## src/rtl/ps2_keypad.sv

```systemverilog
// ps2_keypad
// Decodes PS/2 scancode-set-2 bytes into the CHIP-8 hex keypad state.
//
// Parameters
//   TIMEOUT_CYCLES         clk cycles a prefix state (F0/E0) waits for its
//                          next byte before the prefix is abandoned
// Ports
//   clk                    PS/2-domain clock, all state on its rising edge
//   rst                    asynchronous active-low reset
//   byte_data[7:0]         received scancode byte
//   byte_valid             one-cycle strobe, byte_data valid
//   byte_err               one-cycle strobe, receiver dropped a frame
//   clear_newest_key_down  consumes the latched newest key press
//   input_keys[15:0]       held state of CHIP-8 keys, bit n = key n down
//   newest_key_down[4:0]   [4] latched press valid, [3:0] key index
//   any_key                registered OR of input_keys
module ps2_keypad #(
  parameter int TIMEOUT_CYCLES = 1250
) (
  input  logic        clk,
  input  logic        rst,
  input  logic [7:0]  byte_data,
  input  logic        byte_valid,
  input  logic        byte_err,
  input  logic        clear_newest_key_down,
  output logic [15:0] input_keys,
  output logic [4:0]  newest_key_down,
  output logic        any_key
);

  localparam int CW = $clog2(TIMEOUT_CYCLES + 1);
  localparam logic [CW-1:0] TIMEOUT_MAX = CW'(TIMEOUT_CYCLES);
  localparam logic [CW-1:0] CNT_ONE     = CW'(1);

  typedef enum logic [1:0] {
    IDLE    = 2'd0,
    BRK     = 2'd1,
    EXT     = 2'd2,
    EXT_BRK = 2'd3
  } state_t;

  state_t         r_state;
  logic [CW-1:0]  r_timeoutCnt;
  logic [15:0]    r_keys;
  logic [4:0]     r_newest;
  logic           r_anyKey;
  logic [1:0]     r_rstSync;

  logic           w_rstN;
  logic           w_byteOk;
  logic [4:0]     w_map;
  logic           w_isReset;
  logic [15:0]    w_keysNext;

  // Returns {mapped, chip8_index} for a set-2 make code.
  function automatic logic [4:0] mapCode(input logic [7:0] code);
    case (code)
      8'h16: mapCode = 5'h11;
      8'h1E: mapCode = 5'h12;
      8'h26: mapCode = 5'h13;
      8'h25: mapCode = 5'h1C;
      8'h15: mapCode = 5'h14;
      8'h1D: mapCode = 5'h15;
      8'h24: mapCode = 5'h16;
      8'h2D: mapCode = 5'h1D;
      8'h1C: mapCode = 5'h17;
      8'h1B: mapCode = 5'h18;
      8'h23: mapCode = 5'h19;
      8'h2B: mapCode = 5'h1E;
      8'h1A: mapCode = 5'h1A;
      8'h22: mapCode = 5'h10;
      8'h21: mapCode = 5'h1B;
      8'h2A: mapCode = 5'h1F;
      default: mapCode = 5'h00;
    endcase
  endfunction

  // Reset asserts immediately, releases two edges later in step with clk.
  always_ff @(posedge clk or negedge rst) begin
    if (!rst) begin
      r_rstSync <= 2'b00;
    end else begin
      r_rstSync <= {r_rstSync[0], 1'b1};
    end
  end

  assign w_rstN    = r_rstSync[1];
  // A frame error discards any byte that arrives with it.
  assign w_byteOk  = byte_valid && !byte_err;
  assign w_map     = mapCode(byte_data);
  // BAT result / failure and resend codes mean the keyboard restarted.
  assign w_isReset = (byte_data == 8'hAA) || (byte_data == 8'hFC) ||
                     (byte_data == 8'hFE);

  // Next key state is computed ahead so any_key can be registered in step.
  always_comb begin
    w_keysNext = r_keys;
    if (w_byteOk) begin
      if (r_state == IDLE) begin
        if (w_isReset) begin
          w_keysNext = 16'h0000;
        end else if (w_map[4]) begin
          w_keysNext[w_map[3:0]] = 1'b1;
        end
      end else if (r_state == BRK && w_map[4]) begin
        w_keysNext[w_map[3:0]] = 1'b0;
      end
    end
  end

  // Decoder FSM, prefix timeout and registered outputs.
  always_ff @(posedge clk or negedge w_rstN) begin
    if (!w_rstN) begin
      r_state      <= IDLE;
      r_timeoutCnt <= '0;
      r_keys       <= 16'h0000;
      r_newest     <= 5'b00000;
      r_anyKey     <= 1'b0;
    end else begin
      r_keys   <= w_keysNext;
      r_anyKey <= |w_keysNext;

      if (clear_newest_key_down) begin
        r_newest[4] <= 1'b0;
      end
      // A new press overrides a simultaneous clear; repeats leave it alone.
      if (w_byteOk && r_state == IDLE) begin
        if (w_isReset) begin
          r_newest[4] <= 1'b0;
        end else if (w_map[4] && !r_keys[w_map[3:0]]) begin
          r_newest <= {1'b1, w_map[3:0]};
        end
      end

      if (byte_err) begin
        r_state      <= IDLE;
        r_timeoutCnt <= '0;
      end else if (byte_valid) begin
        r_timeoutCnt <= '0;
        case (r_state)
          IDLE: begin
            if (byte_data == 8'hF0) begin
              r_state <= BRK;
            end else if (byte_data == 8'hE0) begin
              r_state <= EXT;
            end else begin
              r_state <= IDLE;
            end
          end
          EXT: begin
            r_state <= (byte_data == 8'hF0) ? EXT_BRK : IDLE;
          end
          default: r_state <= IDLE;
        endcase
      end else if (r_state != IDLE) begin
        // Saturates at the limit: reaching it abandons the prefix.
        if (r_timeoutCnt == TIMEOUT_MAX) begin
          r_state      <= IDLE;
          r_timeoutCnt <= '0;
        end else begin
          r_timeoutCnt <= r_timeoutCnt + CNT_ONE;
        end
      end else begin
        r_timeoutCnt <= '0;
      end
    end
  end

  assign input_keys      = r_keys;
  assign newest_key_down = r_newest;
  assign any_key         = r_anyKey;

endmodule

```

## config.mk

```make
export PLATFORM = sky130hd
export DESIGN_NAME = ps2_keypad
export DESIGN_NICKNAME = d
export VERILOG_FILES = /design/src/rtl/ps2_keypad.sv
export SDC_FILE = /design/constraint.sdc
export NUM_CORES = 1
export LEC_CHECK = 0
export CORE_UTILIZATION = 59
export DETAILED_ROUTE_END_ITERATION = 10
export MAX_ROUTING_LAYER = met4
export PLACE_DENSITY = 0.85
export SYNTH_ARGS = -nofsm -noshare
export SYNTH_HDL_FRONTEND = slang
export SYNTH_SLANG_ARGS = --single-unit
```

## constraint.sdc

```tcl
create_clock -name clk -period 3.6 [get_ports clk]
set_clock_uncertainty 0.2 [all_clocks]
set_input_delay 0.72 -clock clk [delete_from_list [all_inputs] [get_ports clk]]
set_output_delay 0.72 -clock clk [all_outputs]
set_load 0.05 [all_outputs]
```

==> impl_metrics.tcl, run 1 <==
set metrics [dict create \
    status "did not finish" \
    stop_stage "5_1_grt" \
    stop_error "[ERROR GRT-0116] Global routing finished with congestion. Check the congestion regions in the DRC Viewer." \
    dpl-instance-area_sq_um 3430 \
    globalRouteOverflowTotal 52 \
    routabilityCongestion 1.06 \
    row_count 23 \
    netlist_instances 270 \
    tritoncts.num_buffers 5 \
    grt_start_max_net_pins 36 \
    initial_core_utilization_pct 61.2 \
    grt_first_pass_wirelength_microns 23700 \
    buffer_ports.inserted 34 \
    yosys.cell_types.count 64 \
    ioPinCount 35 \
    cts-root-to-sink-buffers 2 \
    vias_in_the_first_global_route 3997 \
    post-place-cells 427 \
    synth_top_cells_by_area "dfrtp_1, nor2_1, ha_1" \
    dp.final_hpwl_microns 6190 \
    chipWidth_microns 66.4 \
    synthesis_stage_register_bit_count 37 \
    synthArstFlopShare_pct 100 \
    grt_util_all_layers_pct 77.3 \
    synth_largest_type_area_fraction_pct 37.8 \
    sequential_share_of_the_synthesized_area_pct 37.8 \
    die_extent_in_y_microns 66.4 \
    postSynthNetCount 289 \
    synth_enable_flop_cells 0 \
    h-tree-depth 2 \
    tritoncts_num_sinks 37 \
    synth_area_sq_um 2450 \
    clock-root-buffer "clkbuf_8" \
    yosysWarningCount 0 \
    yosysTopAreaCell "dfrtp_1" \
    yosys_most_used_dff "dfrtp_1" \
    avgSynthCellArea_sq_um 9.07 \
]
==> through the flow <==
stage               utilization, %  worst slack [ps]  hold WS, ps
CTS                           97.5              3.76         92.6
detailed placement            85.6              -642         91.1
global placement              85.6              -554         79.9
floorplan                        -               112          131
==> timing repair <==
| action | CTS |
|---|---|
| cloned | 1 |
| hold endpoints to repair | 0 |
| pin swaps | 18 |
| buffers inserted | 7 |
| setup endpoints to repair | 6 |
| resized for setup | 71 |
| hold buffers | 0 |
==> cell usage after synthesis, types with 6 or more instances <==
cell and count:
nand2_1 18, a31oi_1 10, nor3_1 14, buf_2 6, nor2b_1 9, mux2i_1 7
o21ai_0 15, ha_1 6, nand3_1 11, dfrtp_1 37, nor2_1 28, a21oi_1 10
==> cells by family after synthesis <==
logic type / Yosys count / synth area share [%]
buffers and inverters: 15 / 2.76
and+or+nand+nor: 123 / 28.1
AOI/OAI and AO/OA: 67 / 19.3
muxes: 12 / 5.62
adders and majority gates: 6 / 3.07
xor gates and xnor gates: 9 / 3.22
DFF: 37 / 37.8
other: 1 / 0.153
==> metal layers <==
layer / global-route usage, % / GRT overflow
met1: 75.7 / 0
met2: 96.4 / 28
met3: 47.9 / 0
met4: 87.0 / 24
met5: - / -
==> inputs of run 2 (changes only) <==
- CORE_UTILIZATION: 59 -> 40
- MAX_ROUTING_LAYER: met4 -> default
- PLACE_DENSITY: 0.85 -> default
- PLACE_DENSITY_LB_ADDON: default -> 0.15
==> run 2 against run 1 <==
The run now ends clean. Synthesized cell count unchanged. Area after synthesis stayed put.
==> impl_metrics.tcl, run 2 <==
set metrics [dict create \
    core_area_sq_um 5920 \
    synthArstFlopShare_pct 100 \
    timing.final.crit_period_ps 3500 \
    routabilityCongestion 0.965 \
    grt_start_max_net_pins 36 \
    post_route_cell_area_sq_um 3740 \
    yosys.cell_types.count 64 \
    area.growth.synth_to_final_pct 52.9 \
    layout-drive-gt1-share_pct 35.9 \
    globalRouteOverflowTotal 0 \
    sequential_share_of_the_synthesized_area_pct 37.8 \
    netlist_top_cells_count "dfrtp_1, nor2_1, nand2_1, o21ai_0, nor3_1" \
    fin_crit_sh_pct 97.3 \
    synth_area_sq_um 2450 \
    cp_data_arrival_time_ps 3480 \
    yosysWarningCount 0 \
    timing.setup.critical_path_class "in -> reg" \
    power.density_cell_area_nw_per_um2 282 \
    yosysTopAreaCell "dfrtp_1" \
    synthMostInstantiatedCell "dfrtp_1" \
    critPathRequiredTime_ps 3570 \
    worstMarginPinSlew_ps 677 \
    crit_path_start_kind "input pin" \
    grt_first_pass_wirelength_microns 12500 \
    cts-root-to-sink-buffers 2 \
    cts.reportedPaths.clkPinSlew_ps 90 \
    vias_per_cell 5.78 \
    final_net_count 402 \
    dp.final_hpwl_microns 5790 \
    cap_viol_max_count 0 \
    yosys_most_used_dff "dfrtp_1" \
    finished_layout_cells 459 \
    buffer_ports.inserted 34 \
    worstSkewPairLatency_ps 290 \
    diodes 0 \
    drt_pre_antenna_iters 5 \
    ioPinCount 35 \
    worst_slew_margin_relative_to_its_limit_pct 54.7 \
    drt_iter0_markers 388 \
    chipWidth_microns 80.2 \
    synth_largest_type_area_fraction_pct 37.8 \
    power_leakage_nw 1.62 \
    max_stage_delay_ps 530 \
    layout_common_cells "buf_4, dfrtp_1, clkdlybuf4s50_1, nor2_1, nand2_1" \
    worst_path_most_repeated_cell "buf_4" \
    die-area_sq_um 6440 \
    post-place-cells 448 \
    h-tree-depth 2 \
    detail_route.drc_violations 0 \
    timing.final.setup_violations 0 \
    max_freq_mhz 285 \
    critPathSlowestCell "mux4_2" \
    grt_util_all_layers_pct 25.5 \
    antenna_left 0 \
    drv_slew 0 \
    via_count 2653 \
    holdBufCountCts 0 \
    cts_tree "done" \
    tritoncts.num_buffers 5 \
    die_extent_in_y_microns 80.2 \
    hold_class "reg -> async" \
    cp_max_fo 6 \
    reg2reg_depth 9 \
    status "completed" \
    antenna_found_initial 0 \
    tritoncts_num_sinks 37 \
    synthesis_stage_register_bit_count 37 \
    mostFrequentLayoutCell "buf_4" \
    routedWlPerCell_microns 17.0 \
    timing.final.hold_violations 0 \
    dpl-instance-area_sq_um 3430 \
    initial_core_utilization_pct 41.4 \
    fillCellCount 513 \
    timing.critical_path.cells "clkdlybuf4s15_2 > ha_4 > nor2b_1 > mux4_2 > a21oi_4 > nor2b_2 > buf_4 > a31oi_1 > a211oi_1 > nor4_1 > buf_4 > nand4b_1 > or4_1" \
    routed_wirelength_microns 7810 \
    multi_input_area_sq_um 1640 \
    clock-root-buffer "clkbuf_8" \
    netlist_instances 270 \
    register_area_sq_um 926 \
    vias_in_the_first_global_route 2496 \
    timing.critical_path.to_type "register" \
    row_count 28 \
    synth_top_cells_by_area "dfrtp_1, nor2_1, ha_1" \
    avgSynthCellArea_sq_um 9.07 \
    synth_enable_flop_cells 0 \
    vdd_ir_drop_max_mv 0.241 \
    postSynthNetCount 289 \
    flip_flop_count_of_the_largest_register_after_layout 16 \
]
==> run 2: cell counts after synthesis <==
No cell type changed its count.
==> run 2: final timing paths <==
path | start | endpoint | slack [ps]
min in group clk | r_rstSync[0] | r_rstSync[1] | 160
worst max register to register | r_state[1] | any_key | 690
worst max-delay path | byte_data[0] | any_key | 100
worst min register to register | r_rstSync[1] | input_keys[4] | 80
max in group asynchronous | rst | r_rstSync[1] | 2710
worst min-delay path | r_rstSync[1] | input_keys[4] | 80
==> run 2: area by class of cell <==
cell class                 instances  area share (%)
multi-input combinational        218            43.7
tap                               75            2.51
timing repair buffer             116            25.5
inverter                           5           0.501
clock buffer                       5            1.84
clock inverter                     3            1.24
sequential                        37            24.7
==> run 2: power breakdown <==
group / internal, W / total (W) / switching [W]
registers: 0.000426 / 0.000435 / 0.00000970
clock network: 0.000208 / 0.000380 / 0.000173
logic: 0.000109 / 0.000240 / 0.000131
==> run 2: through the flow <==
stage	hold WS, ps	setup WS [ps]	power (W)	util, %	TNS [ps]
CTS	104	3.21	0.00105	62.4	0
global placement	86.3	-611	0.000659	57.9	-3510
floorplan	131	112	0.000550	-	0
detailed placement	98.4	-646	0.000661	57.9	-3970
finish	78.5	95.8	0.00106	63.3	0
global route	137	-16.2	0.00109	63.3	-16.2
==> run 2: cell families (layout without fill, tap and decap cells) <==
group	count (synthesis)	count (layout)	share of synthesized area, %
AO/OA/AOI/OAI	67	67	19.3
XOR/XNOR	9	9	3.22
adder cells (fa/ha/maj)	6	6	3.07
buffers and inverters	15	129	2.76
flip-flops	37	37	37.8
multiplexers	12	12	5.62
other	1	1	0.153
AND/OR/NAND/NOR	123	123	28.1
==> run 2: layer usage <==
metal,wire [microns],part of all wire [%],track usage (%)
met1,3610,46,34.9
met3,487,6.2,4.09
met4,127,1.6,7.32
met5,0,0,0
met2,3590,46,41.2
==> run 2: what timing repair did <==
action	in CTS	in global routing
pin swaps	10	10
setup endpoints to repair	6	1
resized for setup	38	16
cloned	0	0
buffers inserted	2	1
==> run 2: critical path, delay by kind of cell <==
family	cells	cell delay [ps]
simple gates	5	1030
buf+inv	3	550
mux	1	530
compound gates	3	470
fa+ha+maj	1	180
(Power assumes the default switching activity.)
